[src/rtl/udp_tx_framer.sv]
// UDP transmit framer: waits for the inter-frame gap, emits an 8-byte UDP header, then the payload.
// Optional build macro UDP_DYN_PORT_EN takes header ports from inputs latched at request time.
module udp_tx_framer #(
  parameter logic [15:0] P_SRC_PORT = 16'd8080,
  parameter logic [15:0] P_DST_PORT = 16'd8080,
  parameter logic [15:0] P_MAX_LEN  = 16'd1472
) (
  input  logic        i_clk,
  input  logic        i_rst,
  input  logic        i_gap_ok,
  input  logic        i_send_req,
  input  logic [15:0] i_send_len,
`ifdef UDP_DYN_PORT_EN
  input  logic [15:0] i_src_port,
  input  logic [15:0] i_dst_port,
`endif
  output logic        o_busy,
  output logic        o_len_err,
  input  logic [7:0]  i_user_data,
  input  logic        i_user_valid,
  input  logic        i_user_last,
  output logic        o_user_ready,
  output logic [7:0]  o_ip_data,
  output logic        o_ip_valid,
  output logic        o_ip_last,
  output logic [15:0] o_ip_len,
  input  logic        i_ip_ready,
  output logic        o_frame_done
);

  typedef enum logic [2:0] {
    S_IDLE, S_WAIT_GAP, S_HEADER, S_PAYLOAD, S_PAD, S_DRAIN, S_TAIL
  } state_t;

  state_t      state;
  logic [15:0] len_reg;
  logic [15:0] cnt_reg;
  logic [2:0]  idx_reg;
  logic [15:0] src_port;
  logic [15:0] dst_port;
  logic [7:0]  hdr_byte;
  logic [15:0] cnt_inc;
  logic        load;
  logic        req_ok;

  assign load         = !o_ip_valid || i_ip_ready;
  assign cnt_inc      = cnt_reg + 16'd1;
  assign req_ok       = i_send_req && (i_send_len != 16'd0) && (i_send_len <= P_MAX_LEN);
  assign o_user_ready = ((state == S_PAYLOAD) && load) || (state == S_DRAIN);

`ifdef UDP_DYN_PORT_EN
  logic [15:0] src_port_reg;
  logic [15:0] dst_port_reg;

  always_ff @(posedge i_clk or negedge i_rst) begin
    if (!i_rst) begin
      src_port_reg <= 16'd0;
      dst_port_reg <= 16'd0;
    end else if (state == S_IDLE && req_ok) begin
      src_port_reg <= i_src_port;
      dst_port_reg <= i_dst_port;
    end
  end

  assign src_port = src_port_reg;
  assign dst_port = dst_port_reg;
`else
  assign src_port = P_SRC_PORT;
  assign dst_port = P_DST_PORT;
`endif

  // Checksum bytes (6, 7) are sent as zero, meaning "no checksum" for UDP over IPv4.
  always_comb begin
    hdr_byte = 8'h00;
    case (idx_reg)
      3'd0:    hdr_byte = src_port[15:8];
      3'd1:    hdr_byte = src_port[7:0];
      3'd2:    hdr_byte = dst_port[15:8];
      3'd3:    hdr_byte = dst_port[7:0];
      3'd4:    hdr_byte = o_ip_len[15:8];
      3'd5:    hdr_byte = o_ip_len[7:0];
      default: hdr_byte = 8'h00;
    endcase
  end

  always_ff @(posedge i_clk or negedge i_rst) begin
    if (!i_rst) begin
      state        <= S_IDLE;
      len_reg      <= 16'd0;
      cnt_reg      <= 16'd0;
      idx_reg      <= 3'd0;
      o_busy       <= 1'b0;
      o_len_err    <= 1'b0;
      o_ip_data    <= 8'h00;
      o_ip_valid   <= 1'b0;
      o_ip_last    <= 1'b0;
      o_ip_len     <= 16'd0;
      o_frame_done <= 1'b0;
    end else begin
      o_len_err    <= 1'b0;
      o_frame_done <= o_ip_valid && i_ip_ready && o_ip_last;
      // A consumed output byte retires unless the state below loads a new one.
      if (load) begin
        o_ip_valid <= 1'b0;
        o_ip_last  <= 1'b0;
      end
      case (state)
        S_IDLE: begin
          if (req_ok) begin
            len_reg  <= i_send_len;
            o_ip_len <= i_send_len + 16'd8;
            o_busy   <= 1'b1;
            idx_reg  <= 3'd0;
            cnt_reg  <= 16'd0;
            state    <= S_WAIT_GAP;
          end else if (i_send_req) begin
            o_len_err <= 1'b1;
          end
        end
        S_WAIT_GAP, S_HEADER: begin
          if ((state == S_HEADER || i_gap_ok) && load) begin
            o_ip_data  <= hdr_byte;
            o_ip_valid <= 1'b1;
            idx_reg    <= idx_reg + 3'd1;
            if (state == S_WAIT_GAP)
              state <= S_HEADER;
            else if (idx_reg == 3'd7)
              state <= S_PAYLOAD;
          end
        end
        S_PAYLOAD: begin
          if (load && i_user_valid) begin
            o_ip_data  <= i_user_data;
            o_ip_valid <= 1'b1;
            o_ip_last  <= (cnt_inc == len_reg);
            cnt_reg    <= cnt_inc;
            if (cnt_inc == len_reg) begin
              if (i_user_last) begin
                state <= S_TAIL;
              end else begin
                o_len_err <= 1'b1;
                state     <= S_DRAIN;
              end
            end else if (i_user_last) begin
              o_len_err <= 1'b1;
              state     <= S_PAD;
            end
          end
        end
        S_PAD: begin
          if (load) begin
            o_ip_data  <= 8'h00;
            o_ip_valid <= 1'b1;
            o_ip_last  <= (cnt_inc == len_reg);
            cnt_reg    <= cnt_inc;
            if (cnt_inc == len_reg)
              state <= S_TAIL;
          end
        end
        S_DRAIN: begin
          // The final output byte may still be stalled downstream when the user stream ends.
          if (i_user_valid && i_user_last) begin
            if (load) begin
              o_busy <= 1'b0;
              state  <= S_IDLE;
            end else begin
              state <= S_TAIL;
            end
          end
        end
        S_TAIL: begin
          if (load) begin
            o_busy <= 1'b0;
            state  <= S_IDLE;
          end
        end
        default: state <= S_IDLE;
      endcase
    end
  end

endmodule
[config.mk]
export PLATFORM = sky130hd
export DESIGN_NAME = udp_tx_framer
export DESIGN_NICKNAME = d
export VERILOG_FILES = /design/src/rtl/udp_tx_framer.sv
export SDC_FILE = /design/constraint.sdc
export NUM_CORES = 1
export LEC_CHECK = 0
export CORE_MARGIN = 2
export CORE_UTILIZATION = 59
export CTS_CLUSTER_SIZE = 20
export DETAILED_ROUTE_END_ITERATION = 6
export PLACE_DENSITY = 0.86
export SLEW_MARGIN = 25
export SYNTH_ARGS = -nofsm -noshare
export SYNTH_HDL_FRONTEND = slang
export SYNTH_SLANG_ARGS = --single-unit
[constraint.sdc]
create_clock -name i_clk -period 5.31 [get_ports i_clk]
set_clock_uncertainty 0.1 [all_clocks]
set_input_delay 1.062 -clock i_clk [delete_from_list [all_inputs] [get_ports i_clk]]
set_output_delay 1.062 -clock i_clk [all_outputs]
set_load 0.01 [all_outputs]
---- Word-level counts from Yosys, hierarchy flattened ----
Cells that the tools add are included.
operators by class
  add/sub/neg operators ................... 3
  $mul .................................... 0
  div/mod/pow operators ................... 0
  magnitude comparators ................... 1
  equal/unequal tests ..................... 22
  shift-type cells ........................ 0
  muxes and demuxes ....................... 46
  bitwise logic cells ..................... 0
  reduce and logical (&&, ||, !) cells .... 28
operators with widths
  kind                   number
  $mux 16                3
  $pmux 16 s3            1
  $mux 3                 14
  $pmux 8 s4             1
  $mux 8                 3
  $pmux 8 s3             1
  $eq 3x3->1 const B     6
  $pmux 3 s6             1
  $add 16x1->16 const B  1
  $add 16x4->16 const B  1
  $eq 16x16->1           1
  $le 16x11->1 const B   1
  $mux 1                 16
  $reduce_bool 16->1     1
  $eq 3x2->1 const B     4
  $ne 2x2->1 const B     5
  $reduce_and 9->1       1
  $reduce_bool 3->1      3
  $logic_and 1x1->1      8
  $reduce_and 4->1       2
  $eq 3x1->1 const B     2
  $logic_not 3->1        2
  $pmux 1 s3             2
  $pmux 3 s2             1
  other kinds (12)       19
storage, ports and cells
  bits in registers ....................... 67
  bits in latches ......................... 0
  RAM bits ................................ 0
  memory bits (read-only) ................. 0
  output and inout port bits .............. 30
  word-level logic and storage cells ...... 111
  memories kept ........................... 0

---- Logic depth before layout (Yosys ltp) ----
Gate-level depths: netlist (run 1).
  depth in word-level cells ............... 5
  gate-level depth with buffers ........... 14
  gate-level depth less buffers ........... 13

---- Worst setup path after synthesis (run 1) ----
Ideal clock, no wire load.
  path kind ............................... input to register
  start ................................... in i_send_len[12]
  end ..................................... reg len_reg[10]
  arrival time ............................ 2.960 ns
  data required time ...................... 5.085 ns
  path slack .............................. 2.125 ns
  stages on the path ...................... 6
  cell sequence ........................... or4b_4 a2111oi_4 o2111ai_2 nor2_4 buf_4 mux2_2
between the ends
  word-level cells in the longest chain between the ends .. 4
  elaborated cells between the ends (all ways) .. 5
RTL lines
  element                                               line  source
  start, declared                                       12    input logic [15:0] i_send_len,
  branches (longest 2 deep; another with $le 16x11->1)  --
  $logic_and 1x1->1 (*)                                 48    assign req_ok = i_send_req && (i_send_len != 16'd0) && (i_send_len <= P_MAX_LEN);
  $reduce_and 2->1 (no line) (*)                        --
  end signal, assigned                                  110   len_reg <= i_send_len;
  end, declared                                         36    logic [15:0] len_reg;
Every way passes the cells marked *.
A chain may end at the register's enable or synchronous reset.

---- Final worst setup path (run 1) ----
  start ................................... in i_ip_ready
  end ..................................... out o_user_ready
between the ends
  word-level cells in the longest chain between the ends .. 3
RTL lines
  element            line  source
  start, declared    27    input logic i_ip_ready,
  $logic_or 1x1->1   46    assign load = !o_ip_valid || i_ip_ready;
  $logic_and 1x1->1  49    assign o_user_ready = ((state == S_PAYLOAD) && load) || (state == S_DRAIN);
  $logic_or 1x1->1   49
  end, declared      22    output logic o_user_ready,
Every way passes these cells.

==> flow_metrics.py, run 1 <==
metrics = {
    "outcome": {
        "status": "finished, final reports clean",
    },
    "placement": {
        "hpwlAfterDp_mm": 6.97,
        "numPortBuffers": 60,
        "gp_congestion": 0.926,
    },
    "timing": {
        "relSlewSlack": 0.458,
        "setup_viol": 0,
        "final.setup.tns_ns": 0,
        "fmax_mhz": 257,
        "maxSlewViolCount": 0,
        "timing.hold.ws_ns": 0.397,
        "period_needed_ns": 3.89,
        "hold_viol": 0,
        "worst_pin_slew_ns": 0.812,
        "finalCritPeriodShare": 0.733,
        "grt_setup_unrepaired": "false",
    },
    "detailed_routing": {
        "finalWirelength_mm": 9.85,
        "via_per_inst": 6.35,
        "drtIter0Drc": 374,
        "wl_per_cell_um": 17.5,
        "drcViolationCount": 0,
        "first_pass_iters": 6,
        "vias": 3580,
        "ant_nets": 0,
    },
    "floorplan": {
        "start_util": 0.599,
        "die_h_um": 86.3,
        "fp.dieArea_um2": 7450,
        "ios": 61,
        "die_x_um": 86.3,
        "design.core.area_um2": 6680,
        "num_rows": 30,
    },
    "flow_run": {
        "maxCapViolations": 0,
    },
    "power_and_ir_drop": {
        "power.density_nw_per_um2": 494,
        "ir_drop_v": 0.000232,
        "power.leakage_nw": 2.02,
    },
    "synthesis": {
        "ys_seq_area_frac": 0.401,
        "ys.flop_type": "dfrtp_1",
        "async_reset_ff_frac": 1.00,
        "synth_cells": 432,
        "synth_edf_count": 0,
        "synth_area_um2": 4000,
        "syn_avg_cell_area_um2": 9.26,
        "synth_warnings": 0,
        "syn-num-nets": 473,
        "ys_types": 65,
        "ys_ff_latch": 64,
    },
    "critical_path": {
        "critPathLaunch": "i_ip_ready",
        "crit_end": "o_user_ready",
        "cp-start-kind": "primary input",
        "reg2reg_depth": 10,
        "worstPathArrival_ns": 2.73,
        "critical_path_class": "primary input to primary output",
        "worstPathRequired_ns": 4.15,
        "rrSetupSlack_ns": 2.10,
        "reg2reg_from": "cnt_reg[2]$_DFFE_PN0P_",
        "cp-end-kind": "primary output",
        "crit_fanout": 6,
        "worstReg2RegEnd": "state[1]$_DFFE_PN0P_",
    },
    "global_route": {
        "grt_usage": 0.278,
        "grt_max_degree": 54,
        "grt_remaining_overflow": 0,
        "grt_pass1_wl_mm": 16.4,
        "antenna_found_initial": 0,
        "first_global_vias": 3478,
    },
    "clock_tree": {
        "cts.repair.resized": 0,
        "clk_pin_slew_ns": 0.08,
        "cts_tree": "built",
        "cts_setup_buffers": 0,
        "clock-sinks": 64,
        "clk_latency_ns": 0.36,
        "postCtsHoldBufs": 0,
        "cts_buffers": 9,
        "root_buffer": "clkbuf_8",
        "cts.htree.levels": 3,
        "clk_path_buf_depth": 2,
    },
    "cells_and_area": {
        "n_fill_cell": 532,
        "fin_nets": 520,
        "final_common_cell": "dfrtp_1",
        "area_growth_pct": 19.1,
        "final_util": 0.713,
        "diodes": 0,
        "layout_common_cells": "dfrtp_1, clkdlybuf4s50_1, nand2_1",
        "drive_above_1_share": 0.0950,
    },
    "worst_hold_path": {
        "hold_class": "register to register",
    },
}
critical path: stages:
cell and delay (ns):
clkdlybuf4s50_1 0.48, nor2b_1 0.11, or3_1 0.32, a21boi_0 0.18
clkdlybuf4s50_1 0.56
synth_stat cells (all sizes together) (3+ instances only):
| cell type | n | area [µm²] |
|---|---|---|
| nor2b | 16 | 100 |
| a21boi | 3 | 22.5 |
| o31ai | 12 | 95.1 |
| xor2 | 12 | 105 |
| buf | 15 | 111 |
| o21ai | 43 | 215 |
| nand2 | 41 | 154 |
| a21oi | 29 | 145 |
| nand2b | 3 | 18.8 |
| a22o | 3 | 26.3 |
| inv | 10 | 37.5 |
| dfrtp | 64 | 1600 |
| xnor2 | 16 | 148 |
| clkbuf | 11 | 41.3 |
| a31oi | 4 | 25.0 |
| a2111oi | 3 | 57.6 |
| nor2 | 29 | 124 |
| a211oi | 4 | 30.0 |
| and3 | 9 | 62.6 |
| and2 | 5 | 31.3 |
| a211o | 3 | 26.3 |
| nor3 | 6 | 30.0 |
| and4 | 3 | 27.5 |
| nand3 | 13 | 70.1 |
| o22ai | 5 | 31.3 |
| ha | 10 | 125 |
| mux2 | 12 | 135 |
| or3 | 6 | 37.5 |
| nor4 | 4 | 40.0 |
| nand4 | 9 | 77.6 |
| a22oi | 7 | 52.6 |
per-layer routing:
metal / vias up / track usage / wire length [µm]
met5: - / 0 / 0
met4: 0 / 0.102 / 211
met3: 24 / 0.0543 / 597
met2: 147 / 0.436 / 4700
met1: 1738 / 0.383 / 4340
li1: 1671 / - / -
stage by stage:
step	cells	power, mW	cell area, µm²	setup slack (ns)
2_1_floorplan	432	1.58	4000	2.13
3_5_place_dp	548	1.89	4560	1.25
6_report	564	2.35	4760	1.42
3_3_place_gp	548	1.85	4560	1.32
5_1_grt	564	2.52	4760	1.30
4_1_cts	564	2.34	4760	1.41
final cells by class:
type                       instances  area (µm²)  share of cell area
clock buffer                       9         124              0.0260
clock inverter                     7        80.1              0.0168
inverter                          10        37.5             0.00788
multi-input combinational        332        2210               0.464
sequential                        64        1600               0.336
tap                               80         100              0.0210
timing repair buffer              62         611               0.128
power by group:
part           switching, mW  total, mW  internal (mW)  leakage (nW)
clock network          0.221      0.442          0.221        0.0964
registers              0.235      0.867          0.633         0.851
logic                  0.564       1.04          0.480          1.07
total                   1.02       2.35           1.33          2.02
worst min path at each step:
| stage | startpoint | endpoint | slack (ns) | cells past startpoint |
|---|---|---|---|---|
| after global placement | o_ip_data[0]$_DFFE_PN0P_ | o_ip_data[0]$_DFFE_PN0P_ | 0.36 | 2 |
| after floorplan | len_reg[12]$_DFFE_PN0P_ | len_reg[12]$_DFFE_PN0P_ | 0.38 | 1 |
| final | o_ip_data[1]$_DFFE_PN0P_ | o_ip_data[1]$_DFFE_PN0P_ | 0.40 | 2 |
| after CTS | o_ip_data[1]$_DFFE_PN0P_ | o_ip_data[1]$_DFFE_PN0P_ | 0.40 | 2 |
| after global routing | o_ip_data[1]$_DFFE_PN0P_ | o_ip_data[1]$_DFFE_PN0P_ | 0.43 | 2 |
| after detailed placement | o_ip_data[2]$_DFFE_PN0P_ | o_ip_data[2]$_DFFE_PN0P_ | 0.38 | 2 |
logic make-up (layout without fill, tap and decap cells):
logic type	Yosys count	in the layout	synth area share
AND/OR/NAND/NOR	149	149	0.204
AO/OA/AOI/OAI	132	132	0.217
flip-flops	64	64	0.401
buffers and inverters	36	88	0.0476
XOR/XNOR	28	28	0.0632
multiplexers	13	13	0.0363
adder cells (fa/ha/maj)	10	10	0.0313
(Power assumes the default switching activity.)
==> run 2, diff against run 1 <==
- CORE_UTILIZATION: 59 -> 49
- PLACE_DENSITY: 0.86 -> 0.76
- clock period: 5.31 -> 3.3 ns (I/O delays scaled with it)
==> run 2 against run 1 <==
Net effect: sequential cell count is the same; utilization shrank 7.2 points; wire length increased by 6.0%; sequential share of layout area is 1.6 points lower; clock power rose by 60%.
==> flow_metrics.py, run 2 (synthesized netlist as in run 1, its figures left out) <==
metrics = {
    "outcome": {
        "status": "finished, final reports clean",
    },
    "cells_and_area": {
        "drive_above_1_share": 0.142,
        "finalNonFillerCells": 610,
        "diodes": 0,
        "area_growth_pct": 25.1,
        "final_area_um2": 5000,
        "fin_nets": 544,
        "layout_common_cells": "dfrtp_1, clkdlybuf4s50_1, nand2_1",
        "final_common_cell": "dfrtp_1",
    },
    "timing": {
        "setup_viol": 0,
        "finalCritPeriodShare": 0.941,
        "period_needed_ns": 3.10,
        "hold_viol": 0,
        "final.setup.tns_ns": 0,
        "grt_setup_unrepaired": "false",
        "fmax_mhz": 322,
        "worst_slack_ns": 0.196,
        "worst_pin_slew_ns": 0.782,
        "relSlewSlack": 0.479,
        "maxSlewViolCount": 0,
    },
    "detailed_routing": {
        "drtIter0Drc": 230,
        "drcViolationCount": 0,
        "ant_nets": 0,
        "finalWirelength_mm": 10.4,
        "vias": 3590,
        "first_pass_iters": 5,
        "wl_per_cell_um": 17.1,
        "via_per_inst": 5.89,
    },
    "floorplan": {
        "ios": 61,
        "die_h_um": 94.3,
        "design.core.area_um2": 7810,
        "die_x_um": 94.3,
        "num_rows": 32,
        "fp.dieArea_um2": 8900,
        "start_util": 0.512,
    },
    "clock_tree": {
        "cts_tree": "built",
        "clock-sinks": 64,
        "clk_latency_ns": 0.35,
        "clk_pin_slew_ns": 0.08,
        "cts_buffers": 9,
        "cts.htree.levels": 3,
        "root_buffer": "clkbuf_8",
        "clk_path_buf_depth": 2,
    },
    "global_route": {
        "first_global_vias": 3422,
        "grt_remaining_overflow": 0,
        "grt_max_degree": 31,
        "grt_usage": 0.244,
        "antenna_found_initial": 0,
        "grt_pass1_wl_mm": 16.8,
    },
    "power_and_ir_drop": {
        "power.leakage_nw": 2.14,
        "ir_drop_v": 0.000433,
        "power.density_nw_per_um2": 771,
    },
    "placement": {
        "gp_congestion": 0.855,
        "dp_cells": 594,
        "dp_slack_ns": -0.0182,
        "place_area_um2": 4790,
        "hpwlAfterDp_mm": 7.74,
        "numPortBuffers": 60,
    },
    "worst_hold_path": {
        "hold_class": "primary input to asynchronous set/reset pin",
    },
    "critical_path": {
        "worstPathRequired_ns": 3.44,
        "worstPathArrival_ns": 3.24,
        "cp-start-kind": "register",
        "critical_path_class": "register to register",
        "cp-end-kind": "register",
        "crit_fanout": 7,
    },
    "flow_run": {
        "maxCapViolations": 0,
    },
}
[run 2: per-layer routing]
layer / track usage / up-vias / wire (µm)
li1: - / 1715 / -
met5: 0 / - / 0
met2: 0.382 / 102 / 4940
met4: 0.0906 / 0 / 198
met3: 0.0399 / 20 / 455
met1: 0.342 / 1753 / 4850
[run 2: what timing repair did]
item | 4_1_cts | 5_1_grt
hold buffers | 0 | 0
setup buffers | 0 | 0
setup endpoints to repair | 0 | 1
gates resized for setup | 0 | 1
[run 2: power breakdown]
group	leakage, nW	switching, mW	internal [mW]	total [mW]
Clock	0.0929	0.352	0.356	0.708
Combinational	1.20	0.992	0.827	1.82
Sequential	0.851	0.311	1.02	1.33
[run 2: metrics by stage]
stage          hold WS [ns]  utilization  power (mW)
6_report              0.252        0.641        3.86
3_3_place_gp          0.369        0.613        3.07
4_1_cts               0.267        0.640        3.85
2_1_floorplan         0.264            -        2.54
5_1_grt               0.299        0.641        4.11
3_5_place_dp          0.374        0.614        3.13
[run 2: critical path, stage by stage (launching register included)]
cell and delay, ns:
dfrtp_1 0.49, ha_2 0.31, and4_2 0.31, nand3_1 0.16, and3_1 0.21, o21ai_0 0.34
nand2_1 0.12, nand4_2 0.12, inv_1 0.07, ha_1 0.17, or3_1 0.36, o21ai_1 0.16
o31ai_2 0.08
[run 2: worst paths after layout]
check / startpoint / endpoint / slack (ns) / cells after the start
max reg2reg: cnt_reg[0]$_DFFE_PN0P_ / state[1]$_DFFE_PN0P_ / 0.20 / 12
min: i_rst / o_busy$_DFFE_PN0P_ / 0.25 / 1
max: cnt_reg[0]$_DFFE_PN0P_ / state[1]$_DFFE_PN0P_ / 0.20 / 12
min reg2reg: o_ip_data[3]$_DFFE_PN0P_ / o_ip_data[3]$_DFFE_PN0P_ / 0.39 / 2
max in group asynchronous: i_rst / o_ip_len[1]$_DFFE_PN0P_ / 2.11 / 2
min in group i_clk: o_ip_data[3]$_DFFE_PN0P_ / o_ip_data[3]$_DFFE_PN0P_ / 0.39 / 2
[run 2: area by class of cell]
cell class	count	area, µm²
inverters	10	37.5
multi-input cells	332	2220
well taps	102	128
fillers	658	2810
clock inverters	7	78.8
clock buffers	9	124
flip-flops and latches	64	1600
repair buffers	86	816
==> run 3, diff against run 2 <==
- RECOVER_POWER: default -> 100
==> run 3 against run 2 <==
Net effect: the flow now finishes with violations (capacitance limit, slew limit); total power decreased by 1.6%; first-iteration DRC count increased by 6.1%; worst hold slack improved by 0.14 ns; wire length decreased by 0.14%; maximum frequency decreased by 2.4%; via count increased by 1.0%; utilization decreased by 0.51 points; combinational power decreased by 3%; final cell count unchanged; critical path type is now primary input to register.
==> flow_metrics.py, run 3 (synthesized netlist as in run 1, its figures left out) <==
metrics = {
    "placement": {
        "gp_congestion": 0.855,
        "numPortBuffers": 60,
        "hpwlAfterDp_mm": 7.74,
    },
    "power_and_ir_drop": {
        "power_mw": 3.79,
        "power.density_nw_per_um2": 764,
        "ir_drop_v": 0.000411,
        "power.leakage_nw": 2.19,
    },
    "clock_tree": {
        "cts.htree.levels": 3,
        "clk_path_buf_depth": 2,
        "cts_tree": "built",
        "clk_latency_ns": 0.35,
        "clk_pin_slew_ns": 0.08,
        "cts_buffers": 9,
        "clock-sinks": 64,
        "root_buffer": "clkbuf_8",
    },
    "floorplan": {
        "start_util": 0.512,
        "die_x_um": 94.3,
        "ios": 61,
        "fp.dieArea_um2": 8900,
        "die_h_um": 94.3,
        "num_rows": 32,
        "design.core.area_um2": 7810,
    },
    "detailed_routing": {
        "first_pass_iters": 5,
        "vias": 3626,
        "drcViolationCount": 0,
        "ant_nets": 0,
        "via_per_inst": 5.94,
        "wl_per_cell_um": 17.1,
        "finalWirelength_mm": 10.4,
        "drtIter0Drc": 244,
    },
    "global_route": {
        "busiest_layer": "met2",
        "grt_remaining_overflow": 0,
        "grt_max_degree": 31,
        "use_met2": 0.382,
        "antenna_found_initial": 0,
        "first_global_vias": 3422,
        "grt_usage": 0.244,
        "use_met3": 0.0399,
        "use_met1": 0.342,
        "grt_pass1_wl_mm": 16.8,
    },
    "timing": {
        "worst_pin_slew_ns": 1.68,
        "fmax_mhz": 315,
        "hold_viol": 0,
        "finalCritPeriodShare": 0.964,
        "setup_viol": 0,
        "relSlewSlack": -0.120,
        "period_needed_ns": 3.18,
        "maxSlewViolCount": 31,
        "grt_setup_unrepaired": "false",
    },
    "cells_and_area": {
        "diodes": 0,
        "n_fill_cell": 671,
        "area_growth_pct": 24.1,
        "final_common_cell": "dfrtp_1",
        "fin_nets": 544,
        "final_util": 0.636,
        "layout_common_cells": "dfrtp_1, nand2_1, o21ai_0",
        "drive_above_1_share": 0.124,
    },
    "critical_path": {
        "cp-end-kind": "register",
        "worstPathRequired_ns": 3.43,
        "crit_fanout": 16,
        "worstPathArrival_ns": 3.31,
        "critical_path_class": "primary input to register",
        "critPathLaunch": "i_send_len[12]",
        "cp-start-kind": "primary input",
        "reg2reg_from": "cnt_reg[0]$_DFFE_PN0P_",
    },
    "worst_hold_path": {
        "hold_class": "register to register",
        "min_from": "o_ip_data[4]$_DFFE_PN0P_",
    },
    "outcome": {
        "violations": "capacitance limit, slew limit",
        "status": "complete, but fails checks",
    },
    "flow_run": {
        "maxCapViolations": 1,
    },
}
run 3: changes by cell type in the layout (fill, tap and decap cells not counted), moves of 4 or more:
cell,before,now
buf_4,24,20
o21ai_0,36,40
o21ai_1,7,3
clkbuf_1,0,4
dlygate4sd3_1,0,32
clkdlybuf4s50_1,59,27
run 3: final timing paths:
kind,depth (start not counted),slack (ns),endpoint
worst max-delay path,8,0.12,len_reg[3]$_DFFE_PN0P_
worst min-delay path,2,0.39,o_ip_data[4]$_DFFE_PN0P_
worst max register to register,12,0.18,state[0]$_DFFE_PN0P_
worst min register to register,2,0.39,o_ip_data[4]$_DFFE_PN0P_
max in group asynchronous,2,0.74,cnt_reg[1]$_DFFE_PN0P_
min in group asynchronous,1,0.63,o_busy$_DFFE_PN0P_
run 3: worst max-delay path, cell delays in order:
cell and delay, ns:
clkdlybuf4s50_1 0.41, or4b_1 0.58, a2111oi_4 0.40, o2111ai_1 0.21, clkbuf_1 0.19, nor2_1 0.31, buf_12 0.21, mux2_2 0.34
run 3: metal layers:
metal,up-vias,routed length [µm],share of wire
met3,17,487,0.047
met4,0,198,0.019
met1,1773,4790,0.46
li1,1716,-,-
met2,120,4950,0.47
met5,-,0,0
run 3: cell type report:
class	instances	area (µm²)	area share
Clock inverter	7	78.8	0.0159
Inverter	10	37.5	0.00756
Clock buffer	9	124	0.0250
Tap cell	102	128	0.0257
Multi-Input combinational cell	332	2190	0.441
Sequential cell	64	1600	0.323
Timing Repair Buffer	86	803	0.162
run 3: metrics by stage:
| step | worst slack, ns | cells | instance area [µm²] | setup TNS [ns] | hold WS, ns |
|---|---|---|---|---|---|
| 6_report | 0.120 | 610 | 4960 | 0 | 0.387 |
| 5_1_grt | 0.0266 | 610 | 4960 | 0 | 0.427 |
| 4_1_cts | 0.166 | 610 | 5000 | 0 | 0.267 |
| 3_3_place_gp | -0.314 | 594 | 4790 | -3.67 | 0.369 |
| 3_5_place_dp | -0.0182 | 594 | 4790 | -0.102 | 0.374 |
| 2_1_floorplan | 0.476 | 432 | 4000 | 0 | 0.264 |
run 3: report_power, final:
group | internal, mW | total [mW] | leakage (nW) | switching, mW
logic | 0.779 | 1.76 | 1.25 | 0.981
clock network | 0.356 | 0.706 | 0.0929 | 0.350
registers | 1.02 | 1.33 | 0.851 | 0.307
total | 2.15 | 3.79 | 2.19 | 1.64
run 3: timing repair:
action / CTS / global route
setup endpoints to repair: 0 / 1
hold buffers: 0 / 0
setup buffers: 0 / 0
resized for setup: 0 / 1
